===== src/rtl/ab_pattern_gen_if.sv =====
// -----------------------------------------------------------------------------
// ab_pattern_gen_if
//   Bundles the control handshake and the A/B drive signals of ab_pattern_gen.
//
//   master : controlling logic / bench. Drives start, burst_len, gap_len, abort
//            and the detector echo q_in. Observes a_out, b_out, busy, done,
//            sent_cnt and echo_err.
//   slave  : ab_pattern_gen itself (mirror of master).
//
//   Parameters
//     CNT_W : width of burst_len / sent_cnt
//     GAP_W : width of gap_len
// -----------------------------------------------------------------------------
interface ab_pattern_gen_if #(
   parameter int CNT_W = 8,
   parameter int GAP_W = 4
);
   logic             start;
   logic [CNT_W-1:0] burst_len;
   logic [GAP_W-1:0] gap_len;
   logic             abort;
   logic             q_in;
   logic             a_out;
   logic             b_out;
   logic             busy;
   logic             done;
   logic [CNT_W-1:0] sent_cnt;
   logic             echo_err;

   modport master (
      output start, burst_len, gap_len, abort, q_in,
      input  a_out, b_out, busy, done, sent_cnt, echo_err
   );

   modport slave (
      input  start, burst_len, gap_len, abort, q_in,
      output a_out, b_out, busy, done, sent_cnt, echo_err
   );
endinterface


===== src/rtl/ab_pattern_gen.sv =====
// -----------------------------------------------------------------------------
// ab_pattern_gen
//   Transmitter side of the A/B sequence detector. On an accepted start it
//   emits burst_len complete A->B sequences (A for one cycle, B for one cycle,
//   one idle HOLD cycle), separated by gap_len idle cycles, then pulses done.
//
//   Ports
//     clk      : clock, everything on posedge
//     reset    : synchronous, active-low reset
//     bus      : ab_pattern_gen_if.slave
//                start/burst_len/gap_len/abort in, q_in detector echo in,
//                a_out/b_out drive, busy/done handshake, sent_cnt progress,
//                echo_err sticky echo mismatch flag
//
//   Build option
//     AB_ECHO_CHECK_EN : when defined, q_in is compared against the expected
//                        detector response (high exactly during HOLD) and
//                        mismatches set echo_err. When undefined q_in is
//                        ignored and echo_err is constant 0.
//
//   All outputs are registered and decoded from the next state, so each one is
//   valid for the full cycle the FSM spends in the corresponding state.
// -----------------------------------------------------------------------------
module ab_pattern_gen #(
   parameter int CNT_W = 8,
   parameter int GAP_W = 4
) (
   input  logic              clk,
   input  logic              reset,
   ab_pattern_gen_if.slave   bus
);

   typedef enum logic [2:0] {
      S_IDLE   = 3'd0,
      S_SEND_A = 3'd1,
      S_SEND_B = 3'd2,
      S_HOLD   = 3'd3,
      S_GAP    = 3'd4,
      S_DONE   = 3'd5
   } state_t;

   state_t           state;
   state_t           state_nxt;

   logic [CNT_W-1:0] burst_lat;
   logic [GAP_W-1:0] gap_lat;
   logic [GAP_W-1:0] gap_cnt;
   logic [CNT_W-1:0] sent_cnt;

   logic             a_reg;
   logic             b_reg;
   logic             busy_reg;
   logic             done_reg;

   logic             a_nxt;
   logic             b_nxt;
   logic             busy_nxt;
   logic             done_nxt;

   logic             start_acc;
   logic             gap_load;
   logic             seq_sent;

   // start is only honoured from IDLE; abort never competes with it there.
   assign start_acc = (state == S_IDLE) && bus.start;

   // Entering GAP from HOLD loads the down-counter; the last GAP cycle is the
   // one where the counter reads zero, giving exactly gap_lat GAP cycles.
   assign gap_load  = (state == S_HOLD) && (state_nxt == S_GAP);

   // A sequence counts once SEND_B completes normally (not cut by abort).
   assign seq_sent  = (state == S_SEND_B) && (state_nxt == S_HOLD);

   // ---------------------------------------------------------------------------
   // State register (and registered outputs)
   // ---------------------------------------------------------------------------
   always_ff @(posedge clk) begin
      if (!reset) begin
         state    <= S_IDLE;
         a_reg    <= 1'b0;
         b_reg    <= 1'b0;
         busy_reg <= 1'b0;
         done_reg <= 1'b0;
      end else begin
         state    <= state_nxt;
         a_reg    <= a_nxt;
         b_reg    <= b_nxt;
         busy_reg <= busy_nxt;
         done_reg <= done_nxt;
      end
   end

   // ---------------------------------------------------------------------------
   // Next-state logic
   // ---------------------------------------------------------------------------
   always_comb begin
      state_nxt = state;
      case (state)
         S_IDLE: begin
            if (bus.start) begin
               // An empty burst still completes with a done pulse.
               state_nxt = (bus.burst_len != '0) ? S_SEND_A : S_DONE;
            end
         end
         S_SEND_A: state_nxt = S_SEND_B;
         S_SEND_B: state_nxt = S_HOLD;
         S_HOLD: begin
            // sent_cnt already includes the sequence that just finished.
            if (sent_cnt == burst_lat) begin
               state_nxt = S_DONE;
            end else if (gap_lat != '0) begin
               state_nxt = S_GAP;
            end else begin
               state_nxt = S_SEND_A;
            end
         end
         S_GAP: begin
            if (gap_cnt == '0) begin
               state_nxt = S_SEND_A;
            end
         end
         S_DONE:  state_nxt = S_IDLE;
         default: state_nxt = S_IDLE;
      endcase

      // abort overrides every busy-state transition, DONE included.
      if ((state != S_IDLE) && bus.abort) begin
         state_nxt = S_IDLE;
      end
   end

   // ---------------------------------------------------------------------------
   // Output decode from the next state
   // ---------------------------------------------------------------------------
   always_comb begin
      a_nxt    = (state_nxt == S_SEND_A);
      b_nxt    = (state_nxt == S_SEND_B);
      busy_nxt = (state_nxt != S_IDLE);
      done_nxt = (state_nxt == S_DONE);
   end

   // ---------------------------------------------------------------------------
   // Burst configuration latch; pure data, loaded only on accepted start
   // ---------------------------------------------------------------------------
   always_ff @(posedge clk) begin
      if (start_acc) begin
         burst_lat <= bus.burst_len;
         gap_lat   <= bus.gap_len;
      end
   end

   // ---------------------------------------------------------------------------
   // Inter-sequence gap down-counter
   // ---------------------------------------------------------------------------
   always_ff @(posedge clk) begin
      if (gap_load) begin
         gap_cnt <= gap_lat - GAP_W'(1);
      end else if ((state == S_GAP) && (gap_cnt != '0)) begin
         gap_cnt <= gap_cnt - GAP_W'(1);
      end
   end

   // ---------------------------------------------------------------------------
   // Sent-sequence counter; holds across abort, cleared on start and reset.
   // burst_lat bounds it, so it cannot wrap.
   // ---------------------------------------------------------------------------
   always_ff @(posedge clk) begin
      if (!reset) begin
         sent_cnt <= '0;
      end else if (start_acc) begin
         sent_cnt <= '0;
      end else if (seq_sent) begin
         sent_cnt <= sent_cnt + CNT_W'(1);
      end
   end

   // ---------------------------------------------------------------------------
   // Detector echo check
   // ---------------------------------------------------------------------------
`ifdef AB_ECHO_CHECK_EN
   logic echo_reg;
   logic echo_bad;

   // A registering detector raises Q exactly while we sit in HOLD; any other
   // busy cycle must see Q low.
   assign echo_bad = (state != S_IDLE) && ((state == S_HOLD) != bus.q_in);

   always_ff @(posedge clk) begin
      if (!reset) begin
         echo_reg <= 1'b0;
      end else if (start_acc) begin
         echo_reg <= 1'b0;
      end else if (echo_bad) begin
         echo_reg <= 1'b1;
      end
   end

   assign bus.echo_err = echo_reg;
`else
   assign bus.echo_err = 1'b0;
`endif

   assign bus.a_out    = a_reg;
   assign bus.b_out    = b_reg;
   assign bus.busy     = busy_reg;
   assign bus.done     = done_reg;
   assign bus.sent_cnt = sent_cnt;

endmodule


===== src/flat_wrapper.sv =====
// flat-port wrapper written by rule: the top's interface ports become plain ports
module ab_pattern_gen_flat 
#(
   parameter int CNT_W = 8,
   parameter int GAP_W = 4
)
  (clk, reset, bus_start, bus_burst_len, bus_gap_len, bus_abort, bus_q_in, bus_a_out, bus_b_out, bus_busy, bus_done, bus_sent_cnt, bus_echo_err);
  ab_pattern_gen_if #(.CNT_W(CNT_W), .GAP_W(GAP_W)) bus_i ();
  input  logic clk;
  input  logic reset;
  input wire logic [$bits(bus_i.start)-1:0] bus_start;
  input wire logic [$bits(bus_i.burst_len)-1:0] bus_burst_len;
  input wire logic [$bits(bus_i.gap_len)-1:0] bus_gap_len;
  input wire logic [$bits(bus_i.abort)-1:0] bus_abort;
  input wire logic [$bits(bus_i.q_in)-1:0] bus_q_in;
  output wire logic [$bits(bus_i.a_out)-1:0] bus_a_out;
  output wire logic [$bits(bus_i.b_out)-1:0] bus_b_out;
  output wire logic [$bits(bus_i.busy)-1:0] bus_busy;
  output wire logic [$bits(bus_i.done)-1:0] bus_done;
  output wire logic [$bits(bus_i.sent_cnt)-1:0] bus_sent_cnt;
  output wire logic [$bits(bus_i.echo_err)-1:0] bus_echo_err;
  assign bus_i.start = bus_start;
  assign bus_i.burst_len = bus_burst_len;
  assign bus_i.gap_len = bus_gap_len;
  assign bus_i.abort = bus_abort;
  assign bus_i.q_in = bus_q_in;
  assign bus_a_out = bus_i.a_out;
  assign bus_b_out = bus_i.b_out;
  assign bus_busy = bus_i.busy;
  assign bus_done = bus_i.done;
  assign bus_sent_cnt = bus_i.sent_cnt;
  assign bus_echo_err = bus_i.echo_err;
  ab_pattern_gen #(.CNT_W(CNT_W), .GAP_W(GAP_W)) u_core (.clk(clk), .reset(reset), .bus(bus_i));
endmodule

===== config.mk =====
export PLATFORM = sky130hd
export DESIGN_NAME = ab_pattern_gen_flat
export DESIGN_NICKNAME = d
export VERILOG_FILES = /design/src/rtl/ab_pattern_gen_if.sv /design/src/rtl/ab_pattern_gen.sv /design/src/flat_wrapper.sv
export SDC_FILE = /design/constraint.sdc
export NUM_CORES = 1
export LEC_CHECK = 0
export ABC_AREA = 1
export CORE_ASPECT_RATIO = 1.5
export CORE_UTILIZATION = 50
export CTS_BUF_LIST = sky130_fd_sc_hd__clkbuf_4 sky130_fd_sc_hd__clkbuf_8
export CTS_CLUSTER_SIZE = 40
export DETAILED_ROUTE_END_ITERATION = 7
export PLACE_DENSITY = 0.78
export SETUP_SLACK_MARGIN = 0.3
export SLEW_MARGIN = 20
export SYNTH_ARGS = -nofsm -noshare
export SYNTH_HDL_FRONTEND = slang
export SYNTH_SLANG_ARGS = --single-unit

===== constraint.sdc =====
create_clock -name clk -period 3.5 [get_ports clk]
set_input_delay 1.05 -clock clk [delete_from_list [all_inputs] [get_ports clk]]
set_output_delay 1.05 -clock clk [all_outputs]
set_load 0.005 [all_outputs]

After elaboration in Yosys (flattened, before gate mapping)
Index checks and enable logic that the tools add are counted.
Widths: inputs -> output; s select.
{"block": "classes", "n_eq_ne": 10, "div": 0, "bitwise_logic": 1, "n_mul": 0, "magnitude_cmp": 0, "muxes": 9, "shifts": 0, "reduce_logical": 14, "n_addsub": 3}
{"operator": "$mux 3", "count": 6}
{"operator": "$pmux 3 s5", "count": 1}
{"operator": "$eq 3x2->1 const B", "count": 4}
{"operator": "$eq 3x3->1 const B", "count": 3}
{"operator": "$add 8x1->8 const B", "count": 1}
{"operator": "$eq 8x8->1", "count": 1}
{"operator": "$mux 4", "count": 2}
{"operator": "$reduce_bool 4->1", "count": 2}
{"operator": "$reduce_bool 8->1", "count": 1}
{"operator": "$sub 4x1->4 const B", "count": 2}
{"operator": "$eq 3x1->1 const B", "count": 2}
{"operator": "$reduce_bool 3->1", "count": 2}
{"operator": "$logic_and 1x1->1", "count": 5}
{"operator": "$logic_not 4->1", "count": 1}
{"operator": "$logic_not 3->1", "count": 1}
{"operator": "$reduce_bool 2->1", "count": 1}
{"operator": "$reduce_or 2->1", "count": 1}
{"operator": "$not 1->1", "count": 1}
{"block": "totals", "in_bits": 17, "mem_count": 0, "out_inout_bits": 13, "romBits": 0, "latch_bits": 0, "reg_bits": 31, "elab_cells": 46, "mem_bits_rw": 0}

Logic depth before layout (Yosys ltp)
Gate-level depths: netlist (run 1).
{"block": "depth", "word_depth": 8, "mapped_depth": 15, "mapped_depth_nobuf": 15}

Worst setup path before layout (run 1)
Ideal clock, no wire load.
{"block": "synth_timing", "kind": "in2reg", "startpoint": "input bus_start", "endpoint": "register u_core.gap_cnt[2], data pin", "arrival_time_ns": 2.221, "t_required_ns": 3.242, "path_stages": 9, "setup_ns": 0.258, "setup_slack_ns": 1.021, "path_buffers": 0, "cell_sequence": "nand2_2 -> nor2_4 -> a21oi_4 -> nand2_1 -> nand4_2 -> nand2_1 -> nand2_2 -> ha_1 -> xnor2_1"}
{"block": "synth_between", "elab_chain_cells": 6}
{"item": "from (decl)", "line_no": "flat_wrapper.sv:11", "source": "input wire logic [$bits(bus_i.start)-1:0] bus_start;"}
{"item": "$mux 3", "line_no": "ab_pattern_gen.sv:100", "source": "if (bus.start) begin"}
{"item": "$pmux 3 s5", "line_no": "ab_pattern_gen.sv:98", "source": "case (state)"}
{"item": "$mux 3", "line_no": "ab_pattern_gen.sv:127", "source": "if ((state != S_IDLE) && bus.abort) begin"}
{"item": "$eq 3x3->1", "line_no": "ab_pattern_gen.sv:69", "source": "assign gap_load = (state == S_HOLD) && (state_nxt == S_GAP);"}
{"item": "$logic_and 1x1->1", "line_no": "ab_pattern_gen.sv:69"}
{"item": "$mux 4", "line_no": "ab_pattern_gen.sv:156", "source": "if (gap_load) begin"}
{"item": "to (signal assigned)", "line_no": "ab_pattern_gen.sv:157", "source": "gap_cnt <= gap_lat - GAP_W'(1);"}
{"item": "to (signal assigned)", "line_no": "ab_pattern_gen.sv:159", "source": "gap_cnt <= gap_cnt - GAP_W'(1);"}
{"item": "to (decl)", "line_no": "ab_pattern_gen.sv:47", "source": "logic [GAP_W-1:0] gap_cnt;"}
Every way passes these cells.
A chain may end at the register's enable or synchronous reset.

Final worst setup path (run 1)
Ends and elaborated chain as after synthesis.

==> results.json, run 1 <==
{
  "status": "finished clean",
  "hpwl_mm": 2.34,
  "cp_data_required_time_ps": 3530,
  "clock.fmax_mhz": 363,
  "layout-drive-gt1-share_pct": 13.0,
  "grt_pass1_vias": 1245,
  "routedWlPerCell_um": 11.7,
  "timing.rr.start": "u_core.bus.sent_cnt[3]",
  "combPwrFrac_pct": 10.4,
  "power_uw": 746,
  "synth_ff_type": "edfxtp_1",
  "crit_family": "simple AND/OR/NAND/NOR gates",
  "vias_per_cell": 4.95,
  "path_cells": "clkdlybuf4s50_1 > nand2_2 > nor2_4 > a21oi_4 > nand2_1 > nand4_2 > nand2_1 > nand2_2 > ha_1 > xnor2_1",
  "dp_slack_ps": 478,
  "setup_ws_ps": 748,
  "clk-insertion-delay-late_ps": 280,
  "pwr-share-seq_pct": 54.5,
  "h-tree-depth": 2,
  "start_kind": "input pin",
  "hp-class": "reg2reg",
  "antenna_found_initial": 0,
  "grt_max_degree": 10,
  "diodes": 0,
  "path_depth": 10,
  "drv_cap": 0,
  "worst_pin_slew_ps": 613,
  "initialDrtViolationCount": 28,
  "fp-row-count": 24,
  "rsz0062_at_grt": "false",
  "initial_core_util_pct": 52.3,
  "grt_first_pass_wirelength_mm": 4.91,
  "ant_nets": 0,
  "clkTransAtPathRegs_ps": 60,
  "grt_usage_pct": 21.2,
  "finalSetupViolCount": 0,
  "top_regs": "u_core.burst_lat (8), u_core.bus.sent_cnt (8)",
  "clock_sink_count": 31,
  "vias": 1257,
  "yosysMostFrequentCell": "nand2_1",
  "synth-seq-cells": 31,
  "hold_violations": 0,
  "first_pass_iters": 4,
  "swShare_pct": 22.4,
  "fill_cells": 256,
  "yosys-top-cells-area": "edfxtp_1 32%, dfxtp_1 20%, nand2_1 11%, inv_1 5.9%, nor2_1 5.4%",
  "routabilityCongestion": 0.834,
  "die_h_um": 69.6,
  "wirelength_mm": 2.98,
  "p_leak_uw": 0.000802,
  "syn-mean-instance-area_um2": 8.46,
  "netlist_instances": 180,
  "cp_num_buf_inv": 1,
  "synth_top_area_share_pct": 31.6,
  "synth_edf_count": 16,
  "vdd_ir_drop_max_v": 0.000361,
  "slowest_delay_ps": 470,
  "slew_violations": 0,
  "die_x_um": 47.1,
  "numCtsBuffers": 5,
  "clockBufferDepth": 2,
  "post_cts_buffers": 0,
  "synthArstFlopShare_pct": 0,
  "crit_path_start": "bus_start",
  "critPathSlowestCell": "clkdlybuf4s50_1",
  "die_area_um2": 3270,
  "ys_warn_count": 0,
  "synth_largest_area_cell": "edfxtp_1",
  "overflow": 0,
  "nNetsFinal": 233,
  "end_kind": "flop",
  "power.switching_uw": 167,
  "totalNegativeSetupSlack_ps": 0,
  "layout_min_cycle_time_ps": 2750,
  "syn_to_final_growth_pct": 26.5,
  "clock_power_share_pct": 35.1,
  "cts_resized": 0,
  "fin_worst_skew_ps": 5.33,
  "cp.arrival_ps": 2780,
  "drc": 0,
  "r2r_end": "u_core.gap_cnt[2]",
  "synth.cells.most_frequent": "45 x nand2_1, 24 x inv_1, 22 x nor2_1",
  "io_pins": 30,
  "p_per_area_nw_per_um2": 387,
  "core_um2": 2910,
  "synth.distinct_cells": 29,
  "ff2ff_setup_slack_ps": 1440,
  "cp-endpoint": "u_core.gap_cnt[2]",
  "synth_area_um2": 1520,
  "numPortBuffers": 27,
  "seq_area_frac_synth_pct": 51.3,
  "crit_type": "in2reg",
  "cts_root_buf": "clkbuf_8",
  "max_slew_margin_pct": 58.7,
  "syn-num-nets": 199,
  "hold_depth": 2,
  "r2r_cells": 13,
  "cell_internal_pwr_uw": 579,
  "cp_max_fo": 8,
  "ctsHoldBuffers": 0,
  "finalCritPeriodShare_pct": 78.6,
  "cts_tree": "done"
}
==> how the worst min path moves through the flow <==
stage                                      start                      to  slack (ps)
final                     u_core.bus.sent_cnt[6]  u_core.bus.sent_cnt[6]         530
after global routing      u_core.bus.sent_cnt[6]  u_core.bus.sent_cnt[6]         560
after CTS                 u_core.bus.sent_cnt[6]  u_core.bus.sent_cnt[6]         530
after detailed placement  u_core.bus.sent_cnt[6]  u_core.bus.sent_cnt[6]         520
after global placement    u_core.bus.sent_cnt[6]  u_core.bus.sent_cnt[6]         490
after floorplan           u_core.bus.sent_cnt[6]  u_core.bus.sent_cnt[6]         490
==> metrics by stage <==
stage / instances / cell area (µm²) / hold WS [ps] / util [%]
after floorplan: 180 / 1520 / 491 / -
after global placement: 246 / 1840 / 494 / 63.2
after detailed placement: 246 / 1840 / 516 / 63.2
after CTS: 254 / 1930 / 525 / 66.1
after global routing: 254 / 1930 / 556 / 66.1
final: 254 / 1930 / 530 / 66.1
==> kinds of logic (layout without fill, tap and decap cells) <==
kind of cell / count (synthesis) / in the layout / synth area share, %
other: 1 / 1 / 0.246
xor gates and xnor gates: 6 / 6 / 3.45
DFF: 31 / 31 / 51.3
buffers and inverters: 30 / 65 / 7.64
AOI/OAI and AO/OA: 15 / 15 / 7.07
and+or+nand+nor: 95 / 95 / 28.7
adders and majority gates: 2 / 2 / 1.64
==> layout by cell type, fill, tap and decap left out, types with 2 or more instances in the layout <==
cell / Yosys / routed
xnor2_1: 5 / 5
edfxtp_1: 16 / 16
nor3_1: 6 / 6
clkinv_1: 0 / 2
nor2_2: 2 / 2
a21oi_1: 5 / 5
a21oi_4: 2 / 2
clkdlybuf4s50_1: 0 / 27
nand4_1: 6 / 6
ha_1: 2 / 2
inv_2: 5 / 5
nand2_1: 45 / 45
clkbuf_8: 0 / 5
o21ai_0: 5 / 5
dfxtp_1: 15 / 15
inv_1: 24 / 24
nor2_1: 22 / 22
nand2_2: 6 / 6
==> worst register-to-register path, delay by kind of cell, from the launching register on <==
| kind | cells | cell delay, ps |
|---|---|---|
| adder cells (fa/ha/maj) | 1 | 210 |
| flip-flops | 1 | 420 |
| AND/OR/NAND/NOR | 11 | 1070 |
| XOR/XNOR | 1 | 120 |
==> area by class of cell <==
type                       instances  area (µm²)  area share, %
inverter                          29         109           5.65
timing repair buffer              28         278           14.4
multi-input combinational        119         626           32.5
clock buffer                       6        76.3           3.96
clock inverter                     2        7.51          0.390
tap                               39        48.8           2.53
sequential                        31         781           40.5
==> power groups by stage <==
stage	Combinational [µW]	Sequential (µW)	Clock (µW)
3_5_place_dp	78.2	414	0
2_1_floorplan	42.8	413	0
3_3_place_gp	75.8	413	0
5_1_grt	88.0	408	283
6_report	77.9	407	262
4_1_cts	78.8	407	271
==> routing by layer <==
layer	track usage [%]	wire, µm	vias to the layer above
met2	38.1	1770	30
li1	-	-	645
met1	19.3	1020	571
met4	12.4	88	0
met3	5.73	102	11
met5	0	0	-
Note: power is estimated with default switching activity, not from simulation.
==> inputs of run 2 (changes only) <==
Clock period 3.5 ns to 2.6 ns, I/O delays scaled along.
==> run 2 against run 1 <==
  * Cell area is 7.7% higher
  * Critical path depth stayed put
  * Global-route usage is 1.1 points higher
  * Register-to-register slack worse by 860 ps
  * Highest routed layer unchanged
==> results.json, run 2 (synthesized netlist as in run 1, its figures left out) <==
{
  "die_h_um": 69.6,
  "layout_min_cycle_time_ps": 2190,
  "mostFrequentLayoutCells": "43 x nand2_1, 24 x inv_1, 21 x nor2_1, 18 x clkdlybuf4s50_1, 16 x edfxtp_1",
  "vdd_ir_drop_max_v": 0.000495,
  "clock.fmax_mhz": 456,
  "layout.cells.most_common": "nand2_1",
  "r2r_end": "u_core.gap_cnt[2]",
  "top_regs": "u_core.burst_lat (8), u_core.bus.sent_cnt (8)",
  "grt_usage_pct": 22.4,
  "clkTransAtPathRegs_ps": 60,
  "finalCritPeriodShare_pct": 84.4,
  "max_slew_margin_pct": 63.1,
  "ff2ff_setup_slack_ps": 580,
  "grt_max_degree": 10,
  "rsz0062_at_grt": "false",
  "status": "finished clean",
  "hpwl_mm": 2.41,
  "dp_cells": 253,
  "cp.arrival_ps": 2230,
  "start_kind": "input pin",
  "path_depth": 10,
  "clock_sink_count": 31,
  "ant_nets": 0,
  "path_cells": "dlygate4sd2_1 > nand2_2 > nor2_4 > nor3_4 > a21boi_4 > nand4_4 > nand2_1 > nand2_2 > ha_4 > xnor2_1",
  "io_pins": 30,
  "critPathSlowestCell": "dlygate4sd2_1",
  "setup_ws_ps": 406,
  "numPortBuffers": 27,
  "clockBufferDepth": 2,
  "worstHoldStart": "u_core.bus.sent_cnt[6]",
  "die_x_um": 47.1,
  "routabilityCongestion": 0.910,
  "finalSetupViolCount": 0,
  "core_um2": 2910,
  "nNetsFinal": 244,
  "cts_root_buf": "clkbuf_8",
  "cts_tree": "done",
  "cp_max_fo": 5,
  "vias": 1305,
  "h-tree-depth": 2,
  "timing.rr.start": "u_core.bus.sent_cnt[1]",
  "crit_family": "simple AND/OR/NAND/NOR gates",
  "initial_core_util_pct": 52.3,
  "crit_type": "in2reg",
  "ctsHoldBuffers": 0,
  "numCtsBuffers": 5,
  "r2r_cells": 12,
  "slew_violations": 0,
  "grt_first_pass_wirelength_mm": 5.16,
  "p_per_area_nw_per_um2": 509,
  "fp-row-count": 24,
  "cp_data_required_time_ps": 2640,
  "hold_violations": 0,
  "routedWlPerCell_um": 12.4,
  "syn_to_final_growth_pct": 36.2,
  "cp_num_buf_inv": 1,
  "drc": 0,
  "end_kind": "flop",
  "layout-drive-gt1-share_pct": 19.5,
  "drv_cap": 0,
  "cp_common_cell": "nand2_2",
  "dp_slack_ps": -95.3,
  "grt_pass1_vias": 1319,
  "power_uw": 1060,
  "final_cells": 265,
  "die_area_um2": 3270,
  "vias_per_cell": 4.92,
  "slowest_delay_ps": 250,
  "crit_path_start": "bus_start",
  "overflow": 0,
  "hp-class": "reg2reg",
  "first_pass_iters": 4,
  "p_leak_uw": 0.000918,
  "wirelength_mm": 3.28,
  "diodes": 0,
  "worst_pin_slew_ps": 548,
  "fin_worst_skew_ps": 5.11,
  "initialDrtViolationCount": 25,
  "clk-insertion-delay-late_ps": 290,
  "antenna_found_initial": 0,
  "cp-endpoint": "u_core.gap_cnt[2]"
}
==> run 2: layout make-up <==
cell class / instances / area, µm²
Inverter: 29 / 109
Tap cell: 39 / 48.8
Fill cell: 233 / 840
Clock inverter: 1 / 3.75
Timing Repair Buffer: 39 / 368
Sequential cell: 31 / 781
Clock buffer: 7 / 90.1
Multi-Input combinational cell: 119 / 673
==> run 2: layer usage <==
layer	routed length, µm	up-vias	part of all wire (%)	track usage (%)
met3	133	8	4.1	7.29
met1	1140	608	35	17.9
met4	74	0	2.3	11.4
met5	0	-	0	0
li1	-	663	-	-
met2	1930	26	59	42.3
==> run 2: worst min-delay path by stage <==
stage | endpoint | cells past startpoint | slack (ps)
after floorplan | u_core.bus.sent_cnt[6] | 2 | 490
after global placement | u_core.bus.sent_cnt[6] | 2 | 490
after detailed placement | u_core.bus.sent_cnt[6] | 2 | 500
after CTS | u_core.bus.sent_cnt[6] | 2 | 510
after global routing | u_core.bus.sent_cnt[6] | 2 | 550
final | u_core.bus.sent_cnt[6] | 2 | 510
==> run 2: timing repair <==
action,in CTS,in global routing
setup endpoints to repair,7,3
pin swaps,13,14
buffers inserted,2,2
gates resized for setup,10,9
endpoints found under the hold margin,0,0
==> run 2: stage by stage <==
| step | hold WS [ps] | utilization [%] | area (µm²) | setup TNS, ps |
|---|---|---|---|---|
| 6_report | 510 | 71.2 | 2070 | 0 |
| 5_1_grt | 553 | 71.2 | 2070 | 0 |
| 4_1_cts | 508 | 69.2 | 2020 | 0 |
| 3_5_place_dp | 497 | 65.0 | 1890 | -207 |
| 3_3_place_gp | 493 | 65.0 | 1890 | -91.7 |
| 2_1_floorplan | 491 | - | 1520 | 0 |
==> run 2: report_power, final <==
group / internal, µW / switching, µW
Sequential: 538 / 9.90
Combinational: 55.5 / 61.2
Clock: 222 / 169
==> run 2: worst register-to-register path: cells and delay by family (launching register included) <==
kind | cells | cell delay, ps
flops | 1 | 410
fa+ha+maj | 1 | 160
xor+xnor | 2 | 250
simple gates | 9 | 960
